--- src/rtl/lsu_pkg.sv ---
// Shared definitions for the MEM-stage load/store unit.
//   SZ_*       : mem_size encodings (byte/half/word/dword)
//   lsu_state_e: bus-access FSM states
//   lane_bits  : number of byte-offset bits for a given data-bus width
package lsu_pkg;

    localparam logic [1:0] SZ_BYTE  = 2'b00;
    localparam logic [1:0] SZ_HALF  = 2'b01;
    localparam logic [1:0] SZ_WORD  = 2'b10;
    localparam logic [1:0] SZ_DWORD = 2'b11;

    typedef enum logic [1:0] {
        IDLE = 2'd0,
        REQ  = 2'd1,
        DONE = 2'd2
    } lsu_state_e;

    // Only 32- and 64-bit buses are supported.
    function automatic int unsigned lane_bits(input int unsigned data_w);
        return (data_w == 64) ? 3 : 2;
    endfunction

endpackage

--- src/rtl/lsu_lane_align.sv ---
// Combinational byte-lane steering for the load/store unit.
//   Store side: st_size/st_off/st_wdata -> replicated st_data, st_be lane enables,
//               st_misaligned (also flags dword on a 32-bit bus).
//   Load side : ld_size/ld_off/ld_signed/ld_rdata -> lane-extracted, zero- or
//               sign-extended ld_data.
module lsu_lane_align
    import lsu_pkg::*;
#(
    parameter int unsigned DATA_W = 32
) (
    input  logic [1:0]                             st_size,
    input  logic [lsu_pkg::lane_bits(DATA_W)-1:0]  st_off,
    input  logic [DATA_W-1:0]                      st_wdata,
    output logic [DATA_W-1:0]                      st_data,
    output logic [DATA_W/8-1:0]                    st_be,
    output logic                                   st_misaligned,
    input  logic [1:0]                             ld_size,
    input  logic [lsu_pkg::lane_bits(DATA_W)-1:0]  ld_off,
    input  logic                                   ld_signed,
    input  logic [DATA_W-1:0]                      ld_rdata,
    output logic [DATA_W-1:0]                      ld_data
);

    localparam int unsigned NB = DATA_W / 8;

    logic [DATA_W-1:0] ld_shift;
    logic [DATA_W-1:0] ld_mask;
    logic [6:0]        ld_w;
    logic              ld_s;

    always_comb begin
        st_data       = '0;
        st_be         = '0;
        st_misaligned = 1'b0;
        case (st_size)
            SZ_BYTE: begin
                st_data = {NB{st_wdata[7:0]}};
                st_be   = NB'(1) << st_off;
            end
            SZ_HALF: begin
                st_data       = {(NB / 2){st_wdata[15:0]}};
                st_be         = NB'(3) << st_off;
                st_misaligned = st_off[0];
            end
            SZ_WORD: begin
                st_data       = {(NB / 4){st_wdata[31:0]}};
                st_be         = NB'(15) << st_off;
                st_misaligned = |st_off[1:0];
            end
            default: begin
                if (DATA_W == 64) begin
                    st_data       = st_wdata;
                    st_be         = '1;
                    st_misaligned = |st_off;
                end else begin
                    st_misaligned = 1'b1;
                end
            end
        endcase
    end

    // Extension is done with a width mask so a full-width access needs no special
    // case: shifting the mask by DATA_W leaves every bit from the data itself.
    always_comb begin
        ld_shift = ld_rdata >> {ld_off, 3'b000};
        ld_w     = 7'(DATA_W);
        ld_s     = 1'b0;
        case (ld_size)
            SZ_BYTE: begin
                ld_w = 7'd8;
                ld_s = ld_shift[7];
            end
            SZ_HALF: begin
                ld_w = 7'd16;
                ld_s = ld_shift[15];
            end
            SZ_WORD: begin
                ld_w = 7'd32;
                ld_s = ld_shift[31];
            end
            default: ;
        endcase
        ld_mask = ~({DATA_W{1'b1}} << ld_w);
        ld_data = (ld_shift & ld_mask) | ({DATA_W{ld_signed & ld_s}} & ~ld_mask);
    end

endmodule

--- src/rtl/mem_stage_lsu.sv ---
// MEM-stage load/store unit: handshaked bus access with lane steering, load
// extension, misalignment and timeout detection, and a pipeline stall.
//   Pipeline side: cpu_en, mem_valid, mem_ifWriteMem, mem_size, mem_signed,
//                  mem_addr, mem_wdata in; wb_loadData, load_valid, lsu_stall,
//                  misaligned, timeout_err out.
//   Bus side     : Address_out, Data_out, byte_en, CPU_MIO, bus_we out;
//                  MIO_ready, Data_in in.
module mem_stage_lsu
    import lsu_pkg::*;
#(
    parameter int unsigned DATA_W  = 32,
    parameter int unsigned ADDR_W  = 32,
    parameter int unsigned TIMEOUT = 16
) (
    input  logic                clk,
    input  logic                rst,
    input  logic                cpu_en,
    input  logic                mem_valid,
    input  logic                mem_ifWriteMem,
    input  logic [1:0]          mem_size,
    input  logic                mem_signed,
    input  logic [ADDR_W-1:0]   mem_addr,
    input  logic [DATA_W-1:0]   mem_wdata,
    output logic [ADDR_W-1:0]   Address_out,
    output logic [DATA_W-1:0]   Data_out,
    output logic [DATA_W/8-1:0] byte_en,
    output logic                CPU_MIO,
    output logic                bus_we,
    input  logic                MIO_ready,
    input  logic [DATA_W-1:0]   Data_in,
    output logic [DATA_W-1:0]   wb_loadData,
    output logic                load_valid,
    output logic                lsu_stall,
    output logic                misaligned,
    output logic                timeout_err
);

    localparam int unsigned NB   = DATA_W / 8;
    localparam int unsigned LB   = lane_bits(DATA_W);
    localparam int unsigned CntW = (TIMEOUT > 2) ? $clog2(TIMEOUT) : 1;

    lsu_state_e        state_q, state_d;
    logic [CntW-1:0]   cnt_q, cnt_d;
    logic [ADDR_W-1:0] addr_q, addr_d;
    logic [DATA_W-1:0] data_q, data_d;
    logic [NB-1:0]     be_q, be_d;
    logic              we_q, we_d;
    logic [1:0]        size_q, size_d;
    logic [LB-1:0]     off_q, off_d;
    logic              sgn_q, sgn_d;
    logic [DATA_W-1:0] wb_q, wb_d;
    logic              lv_q, lv_d;
    logic              mis_q, mis_d;
    logic              to_q, to_d;

    logic [DATA_W-1:0] st_data;
    logic [NB-1:0]     st_be;
    logic              st_misaligned;
    logic [DATA_W-1:0] ld_data;

    lsu_lane_align #(
        .DATA_W(DATA_W)
    ) u_align (
        .st_size      (mem_size),
        .st_off       (mem_addr[LB-1:0]),
        .st_wdata     (mem_wdata),
        .st_data      (st_data),
        .st_be        (st_be),
        .st_misaligned(st_misaligned),
        .ld_size      (size_q),
        .ld_off       (off_q),
        .ld_signed    (sgn_q),
        .ld_rdata     (Data_in),
        .ld_data      (ld_data)
    );

    always_comb begin
        state_d = state_q;
        cnt_d   = cnt_q;
        addr_d  = addr_q;
        data_d  = data_q;
        be_d    = be_q;
        we_d    = we_q;
        size_d  = size_q;
        off_d   = off_q;
        sgn_d   = sgn_q;
        wb_d    = wb_q;
        lv_d    = lv_q;
        mis_d   = mis_q;
        to_d    = to_q;
        // cpu_en low freezes everything, including pending pulses.
        if (cpu_en) begin
            lv_d  = 1'b0;
            mis_d = 1'b0;
            to_d  = 1'b0;
            case (state_q)
                IDLE: begin
                    if (mem_valid) begin
                        if (st_misaligned) begin
                            mis_d   = 1'b1;
                            state_d = DONE;
                        end else begin
                            addr_d  = {mem_addr[ADDR_W-1:LB], {LB{1'b0}}};
                            data_d  = st_data;
                            be_d    = st_be;
                            we_d    = mem_ifWriteMem;
                            size_d  = mem_size;
                            off_d   = mem_addr[LB-1:0];
                            sgn_d   = mem_signed;
                            cnt_d   = '0;
                            state_d = REQ;
                        end
                    end
                end
                REQ: begin
                    cnt_d = cnt_q + 1'b1;
                    if (MIO_ready) begin
                        if (!we_q) begin
                            wb_d = ld_data;
                            lv_d = 1'b1;
                        end
                        state_d = DONE;
                    end else if (TIMEOUT != 0 && cnt_q == CntW'(TIMEOUT - 1)) begin
                        wb_d    = '0;
                        to_d    = 1'b1;
                        state_d = DONE;
                    end
                end
                DONE: begin
                    // One non-stalling cycle lets the instruction leave MEM before
                    // IDLE looks at mem_valid again.
                    state_d = IDLE;
                    cnt_d   = '0;
                end
                default: state_d = IDLE;
            endcase
        end
    end

    always_ff @(posedge clk or posedge rst) begin
        if (rst) begin
            state_q <= IDLE;
            cnt_q   <= '0;
            addr_q  <= '0;
            data_q  <= '0;
            be_q    <= '0;
            we_q    <= 1'b0;
            size_q  <= SZ_BYTE;
            off_q   <= '0;
            sgn_q   <= 1'b0;
            wb_q    <= '0;
            lv_q    <= 1'b0;
            mis_q   <= 1'b0;
            to_q    <= 1'b0;
        end else begin
            state_q <= state_d;
            cnt_q   <= cnt_d;
            addr_q  <= addr_d;
            data_q  <= data_d;
            be_q    <= be_d;
            we_q    <= we_d;
            size_q  <= size_d;
            off_q   <= off_d;
            sgn_q   <= sgn_d;
            wb_q    <= wb_d;
            lv_q    <= lv_d;
            mis_q   <= mis_d;
            to_q    <= to_d;
        end
    end

    assign Address_out = addr_q;
    assign Data_out    = data_q;
    assign byte_en     = be_q;
    assign CPU_MIO     = (state_q == REQ);
    assign bus_we      = we_q & (state_q == REQ);
    assign wb_loadData = wb_q;
    assign load_valid  = lv_q;
    assign misaligned  = mis_q;
    assign timeout_err = to_q;
    assign lsu_stall   = (state_q == REQ) || (state_q == IDLE && mem_valid && !st_misaligned);

endmodule

--- config.mk ---
export PLATFORM = sky130hd
export DESIGN_NAME = mem_stage_lsu
export DESIGN_NICKNAME = d
export VERILOG_FILES = /design/src/rtl/lsu_pkg.sv /design/src/rtl/lsu_lane_align.sv /design/src/rtl/mem_stage_lsu.sv
export SDC_FILE = /design/constraint.sdc
export NUM_CORES = 1
export LEC_CHECK = 0
export ABC_AREA = 1
export CORE_MARGIN = 2
export CORE_UTILIZATION = 40
export DETAILED_ROUTE_END_ITERATION = 7
export DONT_BUFFER_PORTS = 1
export PLACE_DENSITY = 0.65
export SETUP_SLACK_MARGIN = 0.2
export SLEW_MARGIN = 5
export SYNTH_ARGS = -nofsm -noshare
export SYNTH_HDL_FRONTEND = slang
export SYNTH_HIERARCHICAL = 1
export SYNTH_SLANG_ARGS = --single-unit
--- constraint.sdc ---
create_clock -name clk -period 4.74 [get_ports clk]
set_input_delay 0.948 -clock clk [delete_from_list [all_inputs] [get_ports clk]]
set_output_delay 0.948 -clock clk [all_outputs]
set_load 0.01 [all_outputs]
==> flow_metrics.env <==
export IMPL_hold_ws_ps=442.0
export IMPL_yosysUniqueCellTypes=36
export IMPL_fillers=1552
export IMPL_die_area_um2=16220
export IMPL_multi_input_area_um2=2514
export IMPL_ctsRootBufferMaster="clkbuf_16"
export IMPL_grt_start_max_net_pins=60
export IMPL_nets=900
export IMPL_vias_per_cell=5.166
export IMPL_fmax_ghz=0.3319
export IMPL_path_max_fanout=4
export IMPL_io_pins=211
export IMPL_slew_headroom_pct=41.90
export IMPL_grt_pass1_wl_mm=25.22
export IMPL_hold_buffers=0
export IMPL_drcViolationCount=0
export IMPL_drive_above_1_share_pct=6.991
export IMPL_globalRoute_totalOverflow=0
export IMPL_wl_per_cell_um=16.11
export IMPL_synth_top_area_cell="dfrtp_1"
export IMPL_finalWorstSetupSlack_ps=1727
export IMPL_status="finished clean"
export IMPL_p_leak_nw=3.587
export IMPL_ir_drop_uv=261.0
export IMPL_cts_tree="yes"
export IMPL_crit_type="input pin to output pin"
export IMPL_post_cts_setup_buffers=0
export IMPL_die_h_um=127.4
export IMPL_synth_area_per_cell_um2=7.582
export IMPL_maxCapViolCount=0
export IMPL_power_w=0.004355
export IMPL_cts_htree_levels=4
export IMPL_cp_required_ps=3790
export IMPL_ys_ff_latch=113
export IMPL_ys_flop_type="dfrtp_1"
export IMPL_placed_cells=957
export IMPL_core_area_um2=15030
export IMPL_slew_viol_final=0
export IMPL_clk_pin_slew_ps=60
export IMPL_first_pass_iters=5
export IMPL_synth_edf_count=0
export IMPL_cts_num_sinks=113
export IMPL_worst_skew_pair_late_latency_ps=410
export IMPL_drt_iter0_drc=263
export IMPL_rows=45
export IMPL_ys_warnings_count=6
export IMPL_cp_arrival_ps=2070
export IMPL_cts_buffer_depth=2
export IMPL_wl_mm=15.93
export IMPL_dr_total_vias=5109
export IMPL_hold_violations=0
export IMPL_grt_pass1_vias=4873
export IMPL_seq_area_um2=2828
export IMPL_fin_crit_sh_pct=63.57
export IMPL_antennaDiodeCount=0
export IMPL_gr_usage_all_layers_pct=19.74
export IMPL_dp_hpwl_mm=11.51
export IMPL_drtAntennaViolNets=0
export IMPL_fp_dieW_um=127.4
export IMPL_finalSetupTns_ps=0
export IMPL_netlist_area_leader_share_pct=46.44
export IMPL_start_util_pct=40.50
export IMPL_period_minus_slack_ps=3013
export IMPL_area_delta_synth_final_pct=9.823
export IMPL_async_reset_ff_share_pct=100.0
export IMPL_place_ws_ps=1475
export IMPL_synth_area_um2=6088
export IMPL_synthCells=803
export IMPL_fin_cells=989
export IMPL_ys_top_cells_by_area="dfrtp_1 (46%), nand2_1 (16%), inv_1 (7.7%)"
export IMPL_setup_violations=0
export IMPL_skew_ps=9.188
export IMPL_gp_congestion=0.8823
export IMPL_worst_slew_pin_slew_ps=864.8
export IMPL_cts_buffers=17
export IMPL_setup_worst_path_end_class="output pin"
export IMPL_rsz0062_at_grt="false"
export IMPL_hold_path_class="input pin to async pin"
export IMPL_port_buffers=0
export IMPL_start_kind="input pin"
export IMPL_ctsResizeCount=0
export IMPL_antenna_found_initial=0
export IMPL_powerDensity_nw_per_um2=651.3
export IMPL_rr_worst_depth=8
export IMPL_ys_seq_area_share_pct=46.44
report_power, final:
group	total, W	internal [W]	switching, W
registers	0.00190	0.00137	0.000534
clock network	0.00120	0.000735	0.000464
logic	0.00125	0.000429	0.000823
Yosys cell counts, types with 2 or more instances:
cell type,instances
nand3_2,3
o21ai_1,51
clkinv_1,2
a21oi_1,10
nor3_1,3
inv_2,2
ha_1,7
nand4_1,33
nand3_4,5
nor2_1,30
clkbuf_1,15
o21ai_0,45
nand3_1,31
buf_6,10
buf_1,2
a22oi_1,7
dfrtp_1,113
inv_1,125
nand2_1,265
o22ai_1,8
nand2_2,2
buf_4,6
buf_2,9
o211ai_1,7
logic make-up after synthesis:
family | after synthesis | synth area share, %
buffers and inverters | 171 | 12.33
flip-flops | 113 | 46.44
adder cells (fa/ha/maj) | 7 | 1.438
AO/OA/AOI/OAI | 132 | 11.82
other | 1 | 0.06159
XOR/XNOR | 1 | 0.1439
AND/OR/NAND/NOR | 378 | 27.76
layer usage:
metal	vias up	track usage, %	routed length, µm
met5	-	0	0
met4	0	7.240	233
met3	20	7.663	1507
met2	201	31.61	7514
met1	2365	24.26	6676
li1	2523	-	-
stage by stage:
stage / area [µm²] / utilization [%]
2_1_floorplan: 6092 / -
3_3_place_gp: 6128 / 40.77
3_5_place_dp: 6128 / 40.77
4_1_cts: 6686 / 44.48
5_1_grt: 6686 / 44.48
6_report: 6686 / 44.48
placed cells by master (no fill, tap or decap), types with 4 or more instances in the layout:
cell	netlist	final
dfrtp_1	113	113
o22ai_1	8	8
nand2_1	265	265
nor2_1	30	30
a21oi_1	10	10
a22oi_1	7	7
clkbuf_16	0	17
nand3_1	31	31
clkinv_4	0	4
buf_4	6	6
nand3_4	5	5
nand4_1	33	33
ha_1	7	7
o211ai_1	7	7
o21ai_1	51	51
inv_1	125	124
o21ai_0	45	45
worst max-delay path, cell delays in order:
cell,delay (ps)
inv_1,50
ha_1,210
a21oi_1,130
a21boi_0,260
inv_1,100
inv_1,120
nand3_1,110
nand2_1,140
state kept, by name, summed over array words and instances, names as in the netlist, 2 cells and up:
signal,count
Address_out,30
Data_out,32
byte_en,4
cnt_q,4
off_q,2
size_q,2
state_q,2
wb_loadData,32
cell type report:
| class | instances | share of cell area, % |
|---|---|---|
| clock buffers | 20 | 6.680 |
| inverters | 129 | 7.279 |
| well taps | 188 | 3.518 |
| multi-input cells | 520 | 37.59 |
| flip-flops and latches | 113 | 42.29 |
| clock inverters | 12 | 1.665 |
| repair buffers | 7 | 0.9731 |
final timing paths:
path / end / start / slack [ps]
max: lsu_stall / mem_size[0] / 1730
min: wb_loadData[1] / rst / 440
max reg2reg: wb_loadData[16] / size_q[0] / 2460
min reg2reg: sgn_q / sgn_q / 510
max in group asynchronous: Data_out[24] / rst / 3410
min in group clk: sgn_q / sgn_q / 510
Note: power is estimated with default switching activity, not from simulation.
